### config.mk
export PLATFORM = sky130hd
export DESIGN_NAME = sysarr_drain_flat
export DESIGN_NICKNAME = d
export VERILOG_FILES = /design/src/rtl/sysarr_drain_if.sv /design/src/rtl/sysarr_drain.sv /design/src/flat_wrapper.sv
export SDC_FILE = /design/constraint.sdc
export NUM_CORES = 1
export LEC_CHECK = 0
export ABC_AREA = 1
export BUFFER_PORTS_ARGS = -buffer_cell sky130_fd_sc_hd__buf_4
export CORE_ASPECT_RATIO = 2
export CORE_MARGIN = 3
export CORE_UTILIZATION = 59
export CTS_CLUSTER_SIZE = 10
export DETAILED_ROUTE_END_ITERATION = 10
export PLACE_DENSITY = 0.85
export SYNTH_ARGS = -nofsm -noshare
export SYNTH_HDL_FRONTEND = slang
export SYNTH_SLANG_ARGS = --single-unit
export TNS_END_PERCENT = 20
### constraint.sdc
create_clock -name clk -period 3.5 [get_ports clk]
set_input_delay 0.525 -clock clk [delete_from_list [all_inputs] [get_ports clk]]
set_output_delay 0.525 -clock clk [all_outputs]
set_load 0.02 [all_outputs]
### src/rtl/sysarr_drain_if.sv
// Downstream row stream of the systolic-array drain: aligned row, valid, ready.
// master = producer of rows (sysarr_drain), slave = consumer.
interface sysarr_drain_if #(
  parameter int WORD_LEN = 4,
  parameter int ARR_WDT  = 4
);
  logic [ARR_WDT*2*WORD_LEN-1:0] out_data;
  logic                          out_vld;
  logic                          out_rdy;

  modport master (output out_data, output out_vld, input out_rdy);
  modport slave  (input out_data, input out_vld, output out_rdy);
endinterface

### src/rtl/sysarr_drain.sv
// Systolic-array result drain: deskews the lanes, buffers aligned rows in a show-ahead
// FIFO and counts rows per job. Define SYSARR_DRAIN_RELU_EN to ReLU each output lane.
module sysarr_drain #(
  parameter int WORD_LEN   = 4,
  parameter int ARR_WDT    = 4,
  parameter int FIFO_DEPTH = 4
) (
  input  logic                          clk,
  input  logic                          rst,
  input  logic                          start,
  input  logic [15:0]                   num_rows,
  input  logic [ARR_WDT*2*WORD_LEN-1:0] ps_in,
  input  logic                          in_vld,
  sysarr_drain_if.master                m_out,
  output logic                          busy,
  output logic                          done,
  output logic                          ovf,
  output logic [$clog2(FIFO_DEPTH):0]   level
);
  localparam int LW = 2 * WORD_LEN;
  localparam int RW = ARR_WDT * LW;
  localparam int D  = ARR_WDT - 1;
  localparam int AW = $clog2(FIFO_DEPTH);

  typedef enum logic [1:0] {S_IDLE, S_COLLECT, S_DRAIN, S_DONE} state_t;

  state_t          r_state, w_state_nxt;
  logic            w_start_ok;
  logic [15:0]     r_num_rows, r_issued, r_row_cnt;
  logic            r_ovf;
  logic            w_acc, w_avld, w_row_last;
  logic [D-1:0]    r_vld_p;
  logic [RW-1:0]   w_row;
  logic [RW-1:0]   r_mem [FIFO_DEPTH];
  logic [AW-1:0]   r_wr_ptr, r_rd_ptr, w_rd_nxt;
  logic [AW:0]     r_cnt, w_remain;
  logic            w_full, w_push, w_pop, w_drop;
  logic [RW-1:0]   r_out_data, w_head_nxt;

`ifdef SYSARR_DRAIN_RELU_EN
  function automatic logic [LW-1:0] relu_lane(input logic signed [LW-1:0] x);
    return (x < 0) ? '0 : x;
  endfunction

  function automatic logic [RW-1:0] relu_row(input logic [RW-1:0] row);
    logic [RW-1:0] res;
    for (int j = 0; j < ARR_WDT; j++) res[j*LW +: LW] = relu_lane(row[j*LW +: LW]);
    return res;
  endfunction
`endif

  assign w_acc = in_vld && (r_state == S_COLLECT) && (r_issued < r_num_rows);

  // Stage p0 -> p(D): lane j rides D-j registers so every lane lands in the same cycle
  for (genvar j = 0; j < ARR_WDT; j++) begin : g_lane
    if (j == ARR_WDT - 1) begin : g_direct
      assign w_row[j*LW +: LW] = ps_in[j*LW +: LW];
    end else begin : g_dly
      logic [LW-1:0] r_sr_p [D-j];
      always_ff @(posedge clk) begin
        r_sr_p[0] <= ps_in[j*LW +: LW];
        for (int k = 1; k < D - j; k++) r_sr_p[k] <= r_sr_p[k-1];
      end
      assign w_row[j*LW +: LW] = r_sr_p[D-j-1];
    end
  end

  always_ff @(posedge clk) begin
    if (rst) begin
      r_vld_p <= '0;
    end else begin
      r_vld_p[0] <= w_acc;
      for (int k = 1; k < D; k++) r_vld_p[k] <= r_vld_p[k-1];
    end
  end

  assign w_avld = r_vld_p[D-1];

  // Aligned row -> FIFO; a full FIFO with no pop drops the row since the array cannot stall
  assign w_full = (r_cnt == (AW+1)'(FIFO_DEPTH));
  assign w_pop  = (r_cnt != '0) && m_out.out_rdy;
  assign w_push = w_avld && (!w_full || w_pop);
  assign w_drop = w_avld && w_full && !w_pop;

  assign w_rd_nxt = w_pop ? r_rd_ptr + AW'(1) : r_rd_ptr;
  assign w_remain = r_cnt - (AW+1)'(w_pop);

  always_comb begin
    w_head_nxt = r_out_data;
    if (w_remain != '0)  w_head_nxt = r_mem[w_rd_nxt];
    else if (w_push)     w_head_nxt = w_row;
  end

  always_ff @(posedge clk) begin
    if (w_push) r_mem[r_wr_ptr] <= w_row;
  end

  always_ff @(posedge clk) begin
    if (rst) begin
      r_wr_ptr   <= '0;
      r_rd_ptr   <= '0;
      r_cnt      <= '0;
      r_out_data <= '0;
    end else begin
      if (w_push) r_wr_ptr <= r_wr_ptr + AW'(1);
      r_rd_ptr   <= w_rd_nxt;
      r_cnt      <= r_cnt + (AW+1)'(w_push) - (AW+1)'(w_pop);
      r_out_data <= w_head_nxt;
    end
  end

  // Job control
  assign w_row_last = ((r_row_cnt + 16'd1) == r_num_rows);

  always_ff @(posedge clk) begin
    if (rst) r_state <= S_IDLE;
    else     r_state <= w_state_nxt;
  end

  always_comb begin
    w_state_nxt = r_state;
    w_start_ok  = 1'b0;
    case (r_state)
      S_IDLE: begin
        if (start) begin
          w_start_ok  = 1'b1;
          w_state_nxt = (num_rows == 16'd0) ? S_DONE : S_COLLECT;
        end
      end
      S_COLLECT: if (w_avld && w_row_last) w_state_nxt = S_DRAIN;
      S_DRAIN:   if (r_cnt == '0) w_state_nxt = S_DONE;
      S_DONE:    w_state_nxt = S_IDLE;
      default:   w_state_nxt = S_IDLE;
    endcase
  end

  always_ff @(posedge clk) begin
    if (rst) begin
      r_num_rows <= '0;
      r_issued   <= '0;
      r_row_cnt  <= '0;
      r_ovf      <= 1'b0;
    end else if (w_start_ok) begin
      r_num_rows <= num_rows;
      r_issued   <= '0;
      r_row_cnt  <= '0;
      r_ovf      <= 1'b0;
    end else begin
      if (w_acc)  r_issued  <= r_issued + 16'd1;
      if (w_avld) r_row_cnt <= r_row_cnt + 16'd1;
      if (w_drop) r_ovf     <= 1'b1;
    end
  end

`ifdef SYSARR_DRAIN_RELU_EN
  assign m_out.out_data = relu_row(r_out_data);
`else
  assign m_out.out_data = r_out_data;
`endif
  assign m_out.out_vld = (r_cnt != '0);
  assign level         = r_cnt;
  assign ovf           = r_ovf;
  assign busy          = (r_state != S_IDLE);
  assign done          = (r_state == S_DONE);
endmodule

### src/flat_wrapper.sv
// flat-port wrapper written by rule: the top's interface ports become plain ports
module sysarr_drain_flat 
#(
  parameter int WORD_LEN   = 4,
  parameter int ARR_WDT    = 4,
  parameter int FIFO_DEPTH = 4
)
  (clk, rst, start, num_rows, ps_in, in_vld, busy, done, ovf, level, m_out_out_data, m_out_out_vld, m_out_out_rdy);
  sysarr_drain_if #(.WORD_LEN(WORD_LEN), .ARR_WDT(ARR_WDT)) m_out_i ();
  input  logic clk;
  input  logic rst;
  input  logic start;
  input  logic [15:0] num_rows;
  input  logic [ARR_WDT*2*WORD_LEN-1:0] ps_in;
  input  logic in_vld;
  output logic busy;
  output logic done;
  output logic ovf;
  output logic [$clog2(FIFO_DEPTH):0] level;
  output wire logic [$bits(m_out_i.out_data)-1:0] m_out_out_data;
  output wire logic [$bits(m_out_i.out_vld)-1:0] m_out_out_vld;
  input wire logic [$bits(m_out_i.out_rdy)-1:0] m_out_out_rdy;
  assign m_out_out_data = m_out_i.out_data;
  assign m_out_out_vld = m_out_i.out_vld;
  assign m_out_i.out_rdy = m_out_out_rdy;
  sysarr_drain #(.WORD_LEN(WORD_LEN), .ARR_WDT(ARR_WDT), .FIFO_DEPTH(FIFO_DEPTH)) u_core (.clk(clk), .rst(rst), .start(start), .num_rows(num_rows), .ps_in(ps_in), .in_vld(in_vld), .m_out(m_out_i), .busy(busy), .done(done), .ovf(ovf), .level(level));
endmodule
==> run_results.csv, run 1 <==
group,metric,value,unit
synthesis,synth_edf_count,128,
global_routing,grt_pass1_wl,41880,um
detailed_routing,avgRoutedWirePerCell,18.77,um
timing,finalCriticalPeriod,2.982,ns
die,initial_core_util,60.30,%
cts,ctsHoldBuffers,0,
run,drv_cap,0,
synthesis,ys_seq_area_share,60.39,%
synthesis,ys_seq_elements,269,
cts,post_cts_buffers,0,
placement,dp.cells,1365,
final_layout,fin_area,12810,um^2
synthesis,ys_async_sr_fraction,0,%
detailed_routing,drtIter0Drc,452,
cts,cts_tree,"done",
die,io-pin-count,92,
synthesis,yosys_warnings,0,
pwr,leakage,4.860,nW
timing,hold_violations,0,
cts,clock_latency,0.54,ns
synthesis,yosysTopAreaCellShare,34.82,%
cts,numCtsBuffers,30,
cts,cts_root_buffer,"clkbuf_16",
placement,portBuffers,91,
final_layout,diodes,0,
synthesis,synthCells,1092,
global_routing,grt_pass1_vias,8526,
synthesis,yosysTopAreaCell,"edfxtp_1",
timing,setup_viol,0,
timing,rsz0062_at_grt,"no",
final_layout,final_cells,1418,
die,fp.coreArea,18310,um^2
detailed_routing,drc,0,
placement,dpl.hpwl,16980,um
final_layout,area_growth,16.03,%
synthesis,synth_flop_cell,"dfxtp_1",
final_layout,nets,1265,
synthesis,ys_top_cells_by_area,"edfxtp_1 35%, dfxtp_1 26%, o21ai_0 5.8%",
pwr,finalPower,10.11,mW
synthesis,synth.most_common_cell,"nor2_1",
synthesis,syn-num-nets,1176,
detailed_routing,ant_nets,0,
detailed_routing,firstDrtPassIters,5,
timing,worst_pin_slew,0.9953,ns
setup_path,cp.arrival,3.39,ns
pwr,power_density,789.5,nW/um^2
final_layout,drive_gt1_share,15.39,%
die,rows,70,
placement,gp_congestion,0.9193,
die,dieWidth,102.7,um
cts,ctsResizeCount,0,
timing,setup-tns-final,0,ns
setup_path,crit_fanout,19,
timing,slew_headroom,33.57,%
hold_path,hold_class,"input port to flop",
cts,clk_pin_slew,0.06,ns
timing,skew,0.01601,ns
setup_path,path_class,"flop to flop",
placement,placed_area,11950,um^2
timing,fmax,335.3,MHz
setup_path,crit_path_end_kind,"flop",
synthesis,synth.distinct_cells,42,
setup_path,startpoint_type,"flop",
final_layout,fill_cells,1328,
global_routing,antenna_found_initial,0,
synthesis,synth_common_cells,"151 x nor2_1, 144 x nand2_1, 141 x dfxtp_1",
global_routing,grt_max_degree,66,
synthesis,synth_area,11040,um^2
die,die_h,199.4,um
timing,post-route-period-util,85.20,%
cts,clock-sinks,269,
synthesis,syn_area_per_cell,10.11,um^2
pwr,vdd_drop_max,0.0006129,V
cts,htree_levels,1,
die,die-area,20490,um^2
final_layout,final_util,69.97,%
detailed_routing,routed_wl,26610,um
detailed_routing,viasPerCell,5.942,
timing,report.final.slew_viol_count,0,
detailed_routing,vias,8426,
setup_path,required,3.91,ns
global_routing,grt-ovfl-total,0,
run_status,status,"complete, no violations",
cts,clockBufferDepth,3,
global_routing,globalRouteTotalUtil,26.14,%
## flip-flops by register name, indices dropped and copies added (netlist names)
signal	cells
u_core.r_mem	128
u_core.r_vld_p	3
u_core.m_out.out_data	32
u_core.ovf	1
u_core.r_wr_ptr	2
u_core.r_num_rows	16
u_core.r_state	2
u_core.r_rd_ptr	2
u_core.r_issued	16
u_core.r_row_cnt	16
u_core.level	3
u_core.g_lane.g_dly.r_sr_p	48
## power by group
group,leakage [nW],internal [mW],switching (mW)
registers,2.32,3.58,0.195
logic,2.13,1.16,2.41
clock network,0.408,1.63,1.13
total,4.86,6.37,3.74
## critical path, cell delays in order, from the launching register on
cell and delay (ns):
dfxtp_1 0.31, inv_1 0.34, a31oi_1 0.19, inv_1 0.71, nand2_1 0.56, buf_4 0.39
o21ai_0 0.28, a21oi_2 0.07
## area by class of cell
cell class,count,area [um^2],share of cell area [%]
clock buffers,53,858.3,6.702
inverters,81,305.3,2.384
multi-input cells,688,3836,29.95
flip-flops and latches,269,6666,52.05
well taps,216,270.3,2.110
repair buffers,111,870.8,6.800
## per-stage QoR
step	hold slack [ns]	worst slack, ns
2_1_floorplan	0.3096	0.3765
3_3_place_gp	0.3103	0.5527
3_5_place_dp	0.3121	0.4389
4_1_cts	0.07599	0.5319
5_1_grt	0.07467	0.3204
6_report	0.09142	0.5180
## path summary, 6_finish.rpt
check                                        from                              endpoint  slack, ns  cells past startpoint
max                             u_core.r_vld_p[2]              u_core.m_out.out_data[9]       0.52                      7
min                                      ps_in[6]   u_core.g_lane[0].g_dly.r_sr_p[0][6]       0.09                      1
max reg2reg                     u_core.r_vld_p[2]              u_core.m_out.out_data[9]       0.52                      7
min reg2reg  u_core.g_lane[0].g_dly.r_sr_p[0][15]  u_core.g_lane[0].g_dly.r_sr_p[0][23]       0.32                      0
## layer usage
layer	share of wire (%)	global-route usage (%)	up-vias
met5	0	0	-
met4	5.1	13.87	0
met3	5.4	3.983	88
met2	55	48.49	309
met1	34	27.44	4060
li1	-	-	3969
## cell usage in the layout, fill, tap and decap left out, types with 31 or more instances in the layout
cell type,n
nand3_1,31
dfxtp_1,141
nand2_1,144
o21ai_0,129
o32ai_1,32
edfxtp_1,128
buf_4,108
a21oi_1,68
clkbuf_16,31
nor2_1,147
inv_1,77
## logic make-up (layout without fill, tap and decap cells)
family | after synthesis | after routing | share of synthesized area [%]
AND/OR/NAND/NOR | 368 | 368 | 14.08
adder cells (fa/ha/maj) | 31 | 31 | 3.582
buffers and inverters | 135 | 245 | 5.305
AO/OA/AOI/OAI | 266 | 266 | 14.36
flip-flops | 269 | 269 | 60.39
XOR/XNOR | 23 | 23 | 2.278
Power figures use the tool's default switching activity.
==> run 2: changes to the inputs <==
--- a/config.mk
+++ b/config.mk
@@ -6,8 +6,9 @@
 export NUM_CORES = 1
 export LEC_CHECK = 0
 export ABC_AREA = 1
+export ABC_CLOCK_PERIOD_IN_PS = 3500
 export BUFFER_PORTS_ARGS = -buffer_cell sky130_fd_sc_hd__buf_4
-export CORE_ASPECT_RATIO = 2
+export CORE_ASPECT_RATIO = 0.75
 export CORE_MARGIN = 3
 export CORE_UTILIZATION = 59
 export CTS_CLUSTER_SIZE = 10
==> run 2 against run 1 <==
Effect of this change:
- utilization up 1.6 points
- combinational power barely moved
- critical path depth increased by 4
- via count up 0.36%
- sequential power barely moved
- clock-buffer cell count rose by 2
- worst hold slack got worse by 0.0037 ns
- first-iteration DRC count is 100% higher
- critical path type unchanged
- critical endpoint is now u_core.m_out.out_data[0]
- largest power group unchanged
==> run_results.csv, run 2 (synthesis gave the netlist of run 1 again) <==
group,metric,value,unit
pwr,leakage,4.888,nW
cts,clk_pin_slew,0.06,ns
placement,portBuffers,91,
timing,setup-tns-final,0,ns
timing,fmax,341.0,MHz
die,io-pin-count,92,
global_routing,grt_max_degree,65,
timing,skew,0.01189,ns
final_layout,drive_gt1_share,15.66,%
run,drv_cap,0,
global_routing,grt-ovfl-total,0,
die,rows,42,
final_layout,diodes,0,
die,die_h,124.5,um
run_status,status,"complete, no violations",
final_layout,layout_common_cells,"147 x nor2_1, 144 x nand2_1, 141 x dfxtp_1, 129 x o21ai_0, 128 x edfxtp_1",
timing,post-route-period-util,83.79,%
pwr,power.share.clock,27.8,%
cts,ctsHoldBuffers,0,
global_routing,grt_pass1_vias,8004,
cts,cts_tree,"done",
cts,clock-sinks,269,
final_layout,largest_reg_flops,128,
detailed_routing,viasPerCell,5.836,
pwr,pwr-share-comb,35.1,%
setup_path,startpoint_type,"flop",
cts,clock_latency,0.53,ns
cts,post_cts_buffers,0,
setup_path,cp.arrival,3.35,ns
detailed_routing,drc,0,
pwr,vdd_drop_max,0.0006437,V
cts,ctsResizeCount,0,
setup_path,crit_path_end_kind,"flop",
placement,dpl.hpwl,16500,um
timing,setup_viol,0,
placement,gp_congestion,0.9523,
final_layout,fill_cells,1234,
detailed_routing,avgRoutedWirePerCell,17.98,um
final_layout,final_common_cell,"nor2_1",
cts,htree_levels,1,
pwr,swShare,36.75,%
die,initial_core_util,61.42,%
cts,numCtsBuffers,31,
global_routing,grt_pass1_wl,41450,um
timing,hold_violations,0,
timing,finalCriticalPeriod,2.933,ns
setup_path,r2r_end,"u_core.m_out.out_data[0]",
timing,slew_headroom,45.74,%
setup_path,crit_buf_inv,4,
cts,clockBufferDepth,3,
detailed_routing,routed_wl,26050,um
final_layout,area_growth,16.53,%
hold_path,hold-path-endpoint,"u_core.g_lane[2].g_dly.r_sr_p[0][3]",
setup_path,slowest_delay,0.48,ns
hold_path,hold_path_depth,1,
die,dieWidth,163.9,um
timing,rsz0062_at_grt,"no",
detailed_routing,ant_nets,0,
pwr,finalPower,10.20,mW
setup_path,crit_family,"buffers and inverters",
detailed_routing,drtIter0Drc,922,
die,die-area,20400,um^2
global_routing,globalRouteTotalUtil,25.18,%
placement,dp.cells,1392,
setup_path,timing.rr.start,"u_core.level[2]",
timing,report.final.slew_viol_count,0,
timing,worst_pin_slew,0.8129,ns
pwr,power_switching,3.750,mW
setup_path,reg2reg_depth,11,
setup_path,crit_fanout,33,
setup_path,required,3.92,ns
setup_path,path_class,"flop to flop",
die,fp.coreArea,17970,um^2
setup_path,cp_slowest_cell,"dfxtp_1",
final_layout,nets,1267,
setup_path,path_cells,"inv_2 -> a21oi_4 -> ha_1 -> inv_1 -> ha_1 -> nor4_4 -> buf_4 -> nand2_1 -> buf_4 -> o21ai_0 -> a21oi_2",
final_layout,final_cells,1449,
hold_path,hold_class,"input port to flop",
setup_path,r2r_setup_slack,0.57,ns
global_routing,antenna_found_initial,0,
final_layout,regMostFlops,"u_core.r_mem",
detailed_routing,vias,8456,
pwr,power_density,793.3,nW/um^2
cts,cts_root_buffer,"clkbuf_16",
pwr,intPower,6.454,mW
hold_path,holdCritStartpoint,"ps_in[19]",
pwr,p_seq_share,37.1,%
detailed_routing,firstDrtPassIters,7,
run 2: changes by cell type in the layout (fill, tap and decap cells not counted), sizes merged:
cell	previous run	this run
clkbuf	53	55
buf	111	112
inv	78	80
run 2: power by group through the flow:
stage | clock network [mW] | logic [mW] | registers (mW)
after detailed placement | 0 | 3.51 | 3.84
after global routing | 3.00 | 3.93 | 3.81
after CTS | 2.87 | 3.58 | 3.78
after floorplan | 0 | 2.34 | 3.95
after global placement | 0 | 3.38 | 3.83
final | 2.84 | 3.58 | 3.78
run 2: area by class of cell:
type / instances / area [um^2] / share of cell area [%]
clock inverters: 2 / 17.52 / 0.1362
repair buffers: 112 / 878.3 / 6.829
flip-flops and latches: 269 / 6666 / 51.83
multi-input cells: 688 / 3816 / 29.67
well taps: 242 / 302.8 / 2.354
clock buffers: 55 / 875.8 / 6.809
inverters: 81 / 305.3 / 2.374
run 2: worst max-delay path by stage:
stage               startpoint                        end  cells after the start
6_report       u_core.level[2]   u_core.m_out.out_data[0]                     11
5_1_grt        u_core.level[2]   u_core.m_out.out_data[0]                     11
4_1_cts        u_core.level[2]   u_core.m_out.out_data[0]                     11
3_5_place_dp     m_out_out_rdy  u_core.m_out.out_data[22]                     12
3_3_place_gp     m_out_out_rdy   u_core.m_out.out_data[5]                     12
2_1_floorplan  u_core.level[1]         u_core.r_mem[0][0]                      6
run 2: through the flow:
step / area (um^2) / hold WS, ns / util (%) / worst slack, ns
after global placement: 11970 / 0.3097 / 66.60 / 0.7085
after floorplan: 11040 / 0.3096 / - / 0.3765
after detailed placement: 11970 / 0.3121 / 66.60 / 0.5248
after CTS: 12860 / 0.07266 / 71.57 / 0.5800
final: 12860 / 0.08769 / 71.57 / 0.5672
after global routing: 12860 / 0.06985 / 71.57 / 0.4323
run 2: routing by layer:
metal / global-route usage, % / routed length (um) / part of all wire [%]
met5: 0 / 0 / 0
met4: 7.210 / 540 / 2.1
met3: 4.322 / 2278 / 8.7
met2: 38.32 / 11860 / 46
met1: 37.36 / 11370 / 44
